### config.mk
export PLATFORM = sky130hd
export DESIGN_NAME = gf22_sram64_be_ctrl
export DESIGN_NICKNAME = d
export VERILOG_FILES = /design/src/rtl/gf22_sram64_ctrl_pkg.sv /design/src/rtl/rr_arbiter.sv /design/src/rtl/gf22_sram64_be_ctrl.sv
export SDC_FILE = /design/constraint.sdc
export NUM_CORES = 1
export LEC_CHECK = 0
export BUFFER_PORTS_ARGS = -buffer_cell sky130_fd_sc_hd__buf_2
export CELL_PAD_IN_SITES_DETAIL_PLACEMENT = 1
export CELL_PAD_IN_SITES_GLOBAL_PLACEMENT = 2
export CORE_AREA = 2 2 239 241
export DETAILED_ROUTE_END_ITERATION = 7
export DIE_AREA = 0 0 241 243
export GPL_TIMING_DRIVEN = 0
export PLACE_DENSITY = 0.5
export SYNTH_ARGS = -nofsm -noshare
export SYNTH_HDL_FRONTEND = slang
export SYNTH_SLANG_ARGS = --single-unit
### constraint.sdc
create_clock -name CLK -period 5.7 [get_ports CLK]
set_input_delay 0.57 -clock CLK [delete_from_list [all_inputs] [get_ports CLK]]
set_output_delay 0.57 -clock CLK [all_outputs]
set_load 0.01 [all_outputs]
### src/rtl/gf22_sram64_ctrl_pkg.sv
// Shared constants and types for the banked 1W1R SRAM controller.
package gf22_sram64_ctrl_pkg;

  localparam int ADDR_W   = 14;
  localparam int DATA_W   = 64;
  localparam int BANK_BIT = 13;
  localparam int ID_W     = 3;

  typedef struct packed {
    logic            valid;
    logic [ID_W-1:0] id;
  } s1_t;

  // Round-robin successor: the client after idx, wrapping past last.
  function automatic logic [ID_W-1:0] next_ptr(input logic [ID_W-1:0] idx,
                                               input logic [ID_W-1:0] last);
    logic [ID_W-1:0] nxt;
    if (idx == last) begin
      nxt = '0;
    end else begin
      nxt = idx + 3'd1;
    end
    return nxt;
  endfunction

endpackage

### src/rtl/rr_arbiter.sv
// Combinational round-robin arbiter: first requester at or after ptr wins.
module rr_arbiter
  import gf22_sram64_ctrl_pkg::*;
#(
  parameter int N = 2
) (
  input  logic [N-1:0]    req,
  input  logic [ID_W-1:0] ptr,
  output logic [N-1:0]    gnt,
  output logic [ID_W-1:0] gnt_idx
);

  localparam int CW = ID_W + 1;

  logic          found_s;
  logic [CW-1:0] cand_s;

  // Scan candidates in priority order ptr, ptr+1, ... modulo N.
  always_comb begin
    gnt     = '0;
    gnt_idx = '0;
    found_s = 1'b0;
    cand_s  = '0;
    for (int i = 0; i < N; i++) begin
      cand_s = {1'b0, ptr} + CW'(i);
      if (cand_s >= CW'(N)) begin
        cand_s = cand_s - CW'(N);
      end else begin
        cand_s = cand_s;
      end
      for (int j = 0; j < N; j++) begin
        if (!found_s && req[j] && (cand_s == CW'(j))) begin
          gnt[j]  = 1'b1;
          gnt_idx = ID_W'(j);
          found_s = 1'b1;
        end else begin
          found_s = found_s;
        end
      end
    end
  end

endmodule

### src/rtl/gf22_sram64_be_ctrl.sv
// Multi-client controller for the 16K x 64 banked 1W1R SRAM: round-robin
// arbitration per port, same-bank conflict resolution, fixed-latency responses.
module gf22_sram64_be_ctrl
  import gf22_sram64_ctrl_pkg::*;
#(
  parameter int NR = 2,
  parameter int NW = 2
) (
  input  logic                 CLK,
  input  logic                 RST,
  input  logic [NR-1:0]        rd_valid,
  input  logic [NR*14-1:0]     rd_addr,
  output logic [NR-1:0]        rd_ready,
  output logic                 rsp_valid,
  output logic [2:0]           rsp_id,
  output logic [63:0]          rsp_data,
  input  logic [NW-1:0]        wr_valid,
  input  logic [NW*14-1:0]     wr_addr,
  input  logic [NW*64-1:0]     wr_data,
  input  logic [NW*64-1:0]     wr_wem,
  output logic [NW-1:0]        wr_ready,
  output logic                 CE0,
  output logic [13:0]          A0,
  output logic [63:0]          D0,
  output logic                 WE0,
  output logic [63:0]          WEM0,
  output logic                 CE1,
  output logic [13:0]          A1,
  input  logic [63:0]          Q1
);

  logic [ID_W-1:0]   rd_ptr_q, rd_ptr_d;
  logic [ID_W-1:0]   wr_ptr_q, wr_ptr_d;
  logic              conf_last_q, conf_last_d;
  s1_t               s1_q, s1_d;
  logic              rsp_valid_q, rsp_valid_d;
  logic [ID_W-1:0]   rsp_id_q, rsp_id_d;
  logic [DATA_W-1:0] rsp_data_q, rsp_data_d;

  logic [NR-1:0]     rd_gnt_s;
  logic [NW-1:0]     wr_gnt_s;
  logic [ID_W-1:0]   rd_idx_s, wr_idx_s;
  logic [ADDR_W-1:0] rd_win_addr_s, wr_win_addr_s;
  logic [DATA_W-1:0] wr_win_data_s, wr_win_wem_s;
  logic              conflict_s, rd_go_s, wr_go_s;

  rr_arbiter #(.N(NR)) u_rd_arb (
    .req     (rd_valid),
    .ptr     (rd_ptr_q),
    .gnt     (rd_gnt_s),
    .gnt_idx (rd_idx_s)
  );

  rr_arbiter #(.N(NW)) u_wr_arb (
    .req     (wr_valid),
    .ptr     (wr_ptr_q),
    .gnt     (wr_gnt_s),
    .gnt_idx (wr_idx_s)
  );

  // Select the winners' request fields from the flattened client buses.
  always_comb begin
    rd_win_addr_s = '0;
    wr_win_addr_s = '0;
    wr_win_data_s = '0;
    wr_win_wem_s  = '0;
    for (int j = 0; j < NR; j++) begin
      if (rd_gnt_s[j]) begin
        rd_win_addr_s = rd_addr[j*ADDR_W +: ADDR_W];
      end else begin
        rd_win_addr_s = rd_win_addr_s;
      end
    end
    for (int j = 0; j < NW; j++) begin
      if (wr_gnt_s[j]) begin
        wr_win_addr_s = wr_addr[j*ADDR_W +: ADDR_W];
        wr_win_data_s = wr_data[j*DATA_W +: DATA_W];
        wr_win_wem_s  = wr_wem[j*DATA_W +: DATA_W];
      end else begin
        wr_win_addr_s = wr_win_addr_s;
        wr_win_data_s = wr_win_data_s;
        wr_win_wem_s  = wr_win_wem_s;
      end
    end
  end

  // conf_last_q=1 hands the next same-bank tie to the write side, so the
  // two sides alternate and neither loses twice in a row.
  always_comb begin
    conflict_s = (|rd_gnt_s) && (|wr_gnt_s) &&
                 (rd_win_addr_s[BANK_BIT] == wr_win_addr_s[BANK_BIT]);
    rd_go_s    = (|rd_gnt_s) && !RST && !(conflict_s && conf_last_q);
    wr_go_s    = (|wr_gnt_s) && !RST && !(conflict_s && !conf_last_q);

    rd_ready = rd_go_s ? rd_gnt_s : '0;
    wr_ready = wr_go_s ? wr_gnt_s : '0;
    CE0      = wr_go_s;
    WE0      = wr_go_s;
    A0       = wr_go_s ? wr_win_addr_s : '0;
    D0       = wr_go_s ? wr_win_data_s : '0;
    WEM0     = wr_go_s ? wr_win_wem_s  : '0;
    CE1      = rd_go_s;
    A1       = rd_go_s ? rd_win_addr_s : '0;
  end

  // Next-state for pointers, tie-break bit and the response pipeline.
  always_comb begin
    rd_ptr_d    = rd_go_s ? next_ptr(rd_idx_s, ID_W'(NR - 1)) : rd_ptr_q;
    wr_ptr_d    = wr_go_s ? next_ptr(wr_idx_s, ID_W'(NW - 1)) : wr_ptr_q;
    conf_last_d = (conflict_s && !RST) ? ~conf_last_q : conf_last_q;
    s1_d.valid  = rd_go_s;
    s1_d.id     = rd_go_s ? rd_idx_s : '0;
    rsp_valid_d = s1_q.valid;
    rsp_id_d    = s1_q.id;
    rsp_data_d  = Q1;
  end

  // State registers; reset drops any in-flight read.
  always_ff @(posedge CLK or posedge RST) begin
    if (RST) begin
      rd_ptr_q    <= '0;
      wr_ptr_q    <= '0;
      conf_last_q <= 1'b0;
      s1_q        <= '0;
      rsp_valid_q <= 1'b0;
      rsp_id_q    <= '0;
      rsp_data_q  <= '0;
    end else begin
      rd_ptr_q    <= rd_ptr_d;
      wr_ptr_q    <= wr_ptr_d;
      conf_last_q <= conf_last_d;
      s1_q        <= s1_d;
      rsp_valid_q <= rsp_valid_d;
      rsp_id_q    <= rsp_id_d;
      rsp_data_q  <= rsp_data_d;
    end
  end

  assign rsp_valid = rsp_valid_q;
  assign rsp_id    = rsp_id_q;
  assign rsp_data  = rsp_data_q;

endmodule

Word-level counts from Yosys, hierarchy flattened
Cells that the tools add are included.

Output and inout bits: 231. Word-level logic and storage cells: 106. Register bits after elaboration: 79. Input bits: 382.

Muxes and demuxes: 39. Order comparisons: 4. Reductions and logical operators: 39. Add/sub/neg operators: 8. Bitwise gates (word level): 1. Equal/unequal tests: 7.

Operators by type and width (count): $mux 64 (6); $mux 14 (6); $logic_and 1x1->1 (23); $mux 1 (18); $eq 4x1->1 const B (4); $logic_not 4->1 (4); $mux 4 (4); $logic_not 1->1 (10); $mux 3 (3); $add 3x1->4 const B (2); $ge 4x2->1 const B (2); $sub 3x2->4 const B (2); $sub 4x2->4 const B (2); $add 3x1->3 const B (2); $eq 3x1->1 const B (2); $ge 3x2->1 const B (2); $mux 2 (2); $reduce_or 2->1 (2); $eq 1x1->1 (1); $not 1->1 (1).

Longest topological paths before layout
Word-level depth: 24. Depth in mapped cells: 7. Depth with buffers taken out: 5.

By module
A second synthesis with hierarchy kept.

Cell total of the unflattened synthesis: 544. Area, all modules: 5850.6 sq um.

Modules (own cells, without submodules): gf22_sram64_be_ctrl (sequential area each 1976.9 sq um, area each 5485.3 sq um, cells each 488, instances 1); rr_arbiter (sequential area each 0.0 sq um, area each 182.7 sq um, cells each 28, instances 2).

Worst setup path after synthesis
Ideal clock, no wire load.

Path kind: input -> output. Start: input port RST. End: output port WEM0[10]. Buffers on the path: 2. Arrival: 3205 ps. Required time: 5130 ps. Cell stages on the path: 5. Slack: 1925 ps. Path through: clkinv_1 o41ai_4 buf_2 buf_2 nor2_1.

Longest elaborated chain between the ends: 4.

RTL lines: from (decl) (line gf22_sram64_be_ctrl.sv:10) `input logic RST,`; $logic_not 1->1 (no source line); $logic_and 1x1->1 (2 in series) (line gf22_sram64_be_ctrl.sv:93) `wr_go_s = (|wr_gnt_s) && !RST && !(conflict_s && !conf_last_q);`; $mux 64 (line gf22_sram64_be_ctrl.sv:101) `WEM0 = wr_go_s ? wr_win_wem_s : '0;`; to (decl) (line gf22_sram64_be_ctrl.sv:26) `output logic [63:0] WEM0,`.

No other way between the ends.

Worst setup path in the final report
Start: input port wr_valid[1]. End: output port wr_ready[0].

Longest elaborated chain between the ends: 18. Elaborated cells between the ends (all ways): 24. Classes of those cells: 1 x eq/ne; 8 x mux; 15 x reduce/logical.

RTL lines: from (decl) (line gf22_sram64_be_ctrl.sv:17) `input logic [NW-1:0] wr_valid,`; $logic_and 1x1->1 (2 in series) (line rr_arbiter.sv:32) `if (!found_s && req[j] && (cand_s == CW'(j))) begin`; $mux 1 (line rr_arbiter.sv:32); $logic_not 1->1 (line rr_arbiter.sv:32); $logic_and 1x1->1 (2 in series) (line rr_arbiter.sv:32); $mux 1 (line rr_arbiter.sv:32); $logic_not 1->1 (line rr_arbiter.sv:32); $logic_and 1x1->1 (2 in series) (line rr_arbiter.sv:32); $mux 1 (line rr_arbiter.sv:32); $mux 14 / $reduce_or 2->1 (equally long branches) (line gf22_sram64_be_ctrl.sv:75, gf22_sram64_be_ctrl.sv:90, gf22_sram64_be_ctrl.sv:93); $eq 1x1->1 / $logic_and 1x1->1 (equally long branches) (line gf22_sram64_be_ctrl.sv:91, gf22_sram64_be_ctrl.sv:90); $logic_and 1x1->1 (line gf22_sram64_be_ctrl.sv:90) `conflict_s = (|rd_gnt_s) && (|wr_gnt_s) &&`; $logic_and 1x1->1 (line gf22_sram64_be_ctrl.sv:93); $logic_not 1->1 (line gf22_sram64_be_ctrl.sv:93); $logic_and 1x1->1 (line gf22_sram64_be_ctrl.sv:93); $mux 2 (*) (line gf22_sram64_be_ctrl.sv:96) `wr_ready = wr_go_s ? wr_gnt_s : '0;`; to (decl) (line gf22_sram64_be_ctrl.sv:21) `output logic [NW-1:0] wr_ready,`.

Mark *: on every way between the ends. The rest lies on a longest branch, timed or not.

==> impl_metrics.ini <==
[floorplan]
top_level_ports = 613
rows = 87
die_h_um = 243
die-area_um2 = 58600
die_x_um = 241
start_util = 0.0713
coreArea_um2 = 56000

[layout]
final_cell_count_no_fill = 1857
fin_util = 0.149
seq_area_um2 = 1780
multi_input_area_um2 = 1970
fin_nets = 1477
area_growth_pct = 110
drive_gt1_frac = 0.582
num-fill-cells = 6958

[cts]
cts_tree = yes
numClockSinks = 71
cts_buffers = 9
worstSkewPairLatency_ns = 0.34
cts.htree.levels = 3
clk_pin_slew_ns = 0.06
ctsHoldBuffers = 0
cts_setup_buffers = 0
cts-resized-gates = 0
clockBufferDepth = 2
cts_root_buf = clkbuf_16

[yosys]
synthCells = 472
synth.distinct_cells = 26
ys.warnings.count = 0
synth_edf_count = 0
synth_top_area_share = 0.445
syn_avg_cell_area_um2 = 8.45
ys_async_sr_fraction = 1.00
synth-seq-area-share = 0.445
synthTopCellsByArea = dfrtp_1, a22oi_1, nor2_1
synth_largest_area_cell = dfrtp_1
synth.most_common_cell = nor2_1
synth_commonest_cells = nor2_1, a22oi_1, dfrtp_1
synth_flop_cell = dfrtp_1
ys_ff_latch = 71
syn_area_um2 = 3990

[global_routing]
grt_start_max_net_pins = 40
grt_pass1_vias = 6886
antenna_found_initial = 4
grt-ovfl-total = 0
grt_pass1_wl_mm = 45.9
grt_usage = 0.107

[power]
ir_drop_uv = 163
leakagePower_nw = 4.43
power.density_nw_per_um2 = 267

[worst_setup_path]
startpoint_type = input pin
cpMostUsedCell = buf_2
max_stage_delay_ns = 1.10
cpLargestDelayFamily = compound AO/OA/AOI/OAI gates
cp_max_fo = 10
cp_cell_sequence = buf_2 > a21boi_1 > a32oi_1 > xor2_1 > o41ai_4 > buf_2 > buf_4 > nor2_1 > buf_2
cp.required_ns = 5.13
crit_arrival_ns = 4.23
crit_buf_inv = 4
path_class = in -> out
end_kind = output port
slowest_stage = o41ai_4

[run_status]
status = finished clean

[sta]
maxSlewViolCount = 0
fmax_mhz = 208
tightest_slew_ns = 1.21
timing.final.crit_period_ns = 4.80
finalClockSkew_ns = 0.00507
finalHoldViolations = 0
min_period_over_period = 0.843
rsz0062_at_grt = no
finalHoldWorstSlack_ns = 0.333
relSlewSlack = 0.194
setup_viol = 0

[job]
max_cap_viol_count = 0

[drt]
via_count = 6311
wl_mm = 33.4
drt_pass1_iterations = 4
final_antenna_net_count = 0
vias_per_cell = 3.40
avgRoutedWirePerCell_um = 18.0
post-route-drc-count = 0
drt-initial-drc-count = 185

[placed_design]
dp_cells = 1840
dp_hpwl_mm = 29.0
numPortBuffers = 610
globalplace.congestion = 0.809

[min_path]
hold_class = in -> reg
==> state kept, by name, indices dropped and copies added, names as in the netlist <==
| register | cells |
|---|---|
| rsp_data | 64 |
| conf_last_q | 1 |
| rd_ptr_q | 1 |
| rsp_id | 1 |
| rsp_id_d | 1 |
| rsp_valid | 1 |
| rsp_valid_d | 1 |
| wr_ptr_q | 1 |
==> per-stage QoR <==
stage	total power, mW	setup WS (ns)	TNS (ns)	area, um2
6_report	2.23	0.896	0	8360
3_5_place_dp	1.63	0.357	0	8010
5_1_grt	2.39	0.329	0	8360
2_1_floorplan	1.08	1.93	0	3990
3_3_place_gp	1.62	-0.246	-5.94	7990
4_1_cts	2.29	0.351	0	8360
==> logic make-up (layout without fill, tap and decap cells) <==
kind of cell / count (synthesis) / count (layout) / synth area share
simple gates: 175 / 175 / 0.168
compound gates: 165 / 165 / 0.320
flops: 71 / 71 / 0.445
buf+inv: 58 / 684 / 0.0605
xor+xnor: 2 / 2 / 0.00439
other cells: 1 / 4 / 0.000940
==> report_power, final <==
| part | switching [mW] | internal (mW) |
|---|---|---|
| clock | 0.207 | 0.437 |
| combinational | 0.632 | 0.392 |
| sequential | 0.0212 | 0.543 |
==> worst paths after layout <==
kind                                    startpoint                       to  slack, ns  cells past startpoint
min in group asynchronous                      RST  rd_ptr_q[0]$_DFFE_PP0P_       0.34                      2
hold / removal                               Q1[3]    rsp_data[3]$_DFF_PP0_       0.33                      1
hold reg to reg              rsp_id_d[0]$_DFF_PP0_      rsp_id[0]$_DFF_PP0_       0.36                      0
setup / recovery                       wr_valid[1]              wr_ready[0]       0.90                      9
setup reg to reg           wr_ptr_q[0]$_DFFE_PP0P_    rsp_id_d[0]$_DFF_PP0_       2.45                      6
max in group asynchronous                      RST   rsp_data[49]$_DFF_PP0_       4.72                      3
==> cell type report <==
class                           instances  area share
Tap cell                              756       0.113
Buffer                                 53      0.0266
Multi-Input combinational cell        344       0.236
Clock buffer                           10      0.0286
Timing Repair Buffer                  611       0.367
Sequential cell                        71       0.212
Antenna cell                            2    0.000598
Clock inverter                          5      0.0127
Inverter                                5     0.00239
==> layout by cell type, fill, tap and decap left out, drive strengths merged, types with 2 or more instances in the layout <==
cell / Yosys / layout
o41ai: 2 / 2
clkinv: 1 / 2
a32oi: 2 / 2
clkbuf: 42 / 52
nor2: 164 / 164
a22oi: 154 / 154
and2: 2 / 2
inv: 4 / 4
nand2b: 2 / 2
diode: 0 / 2
conb: 1 / 2
nor3: 2 / 2
nand2: 4 / 4
buf: 11 / 622
a21boi: 2 / 2
bufinv: 0 / 3
dfrtp: 71 / 71
==> routing by layer <==
layer | global-route usage | wire length (um)
met5 | 0 | 0
met4 | 0.0294 | 589
met3 | 0.0270 | 3080
met2 | 0.210 | 17900
met1 | 0.110 | 11900
Power figures use the tool's default switching activity.
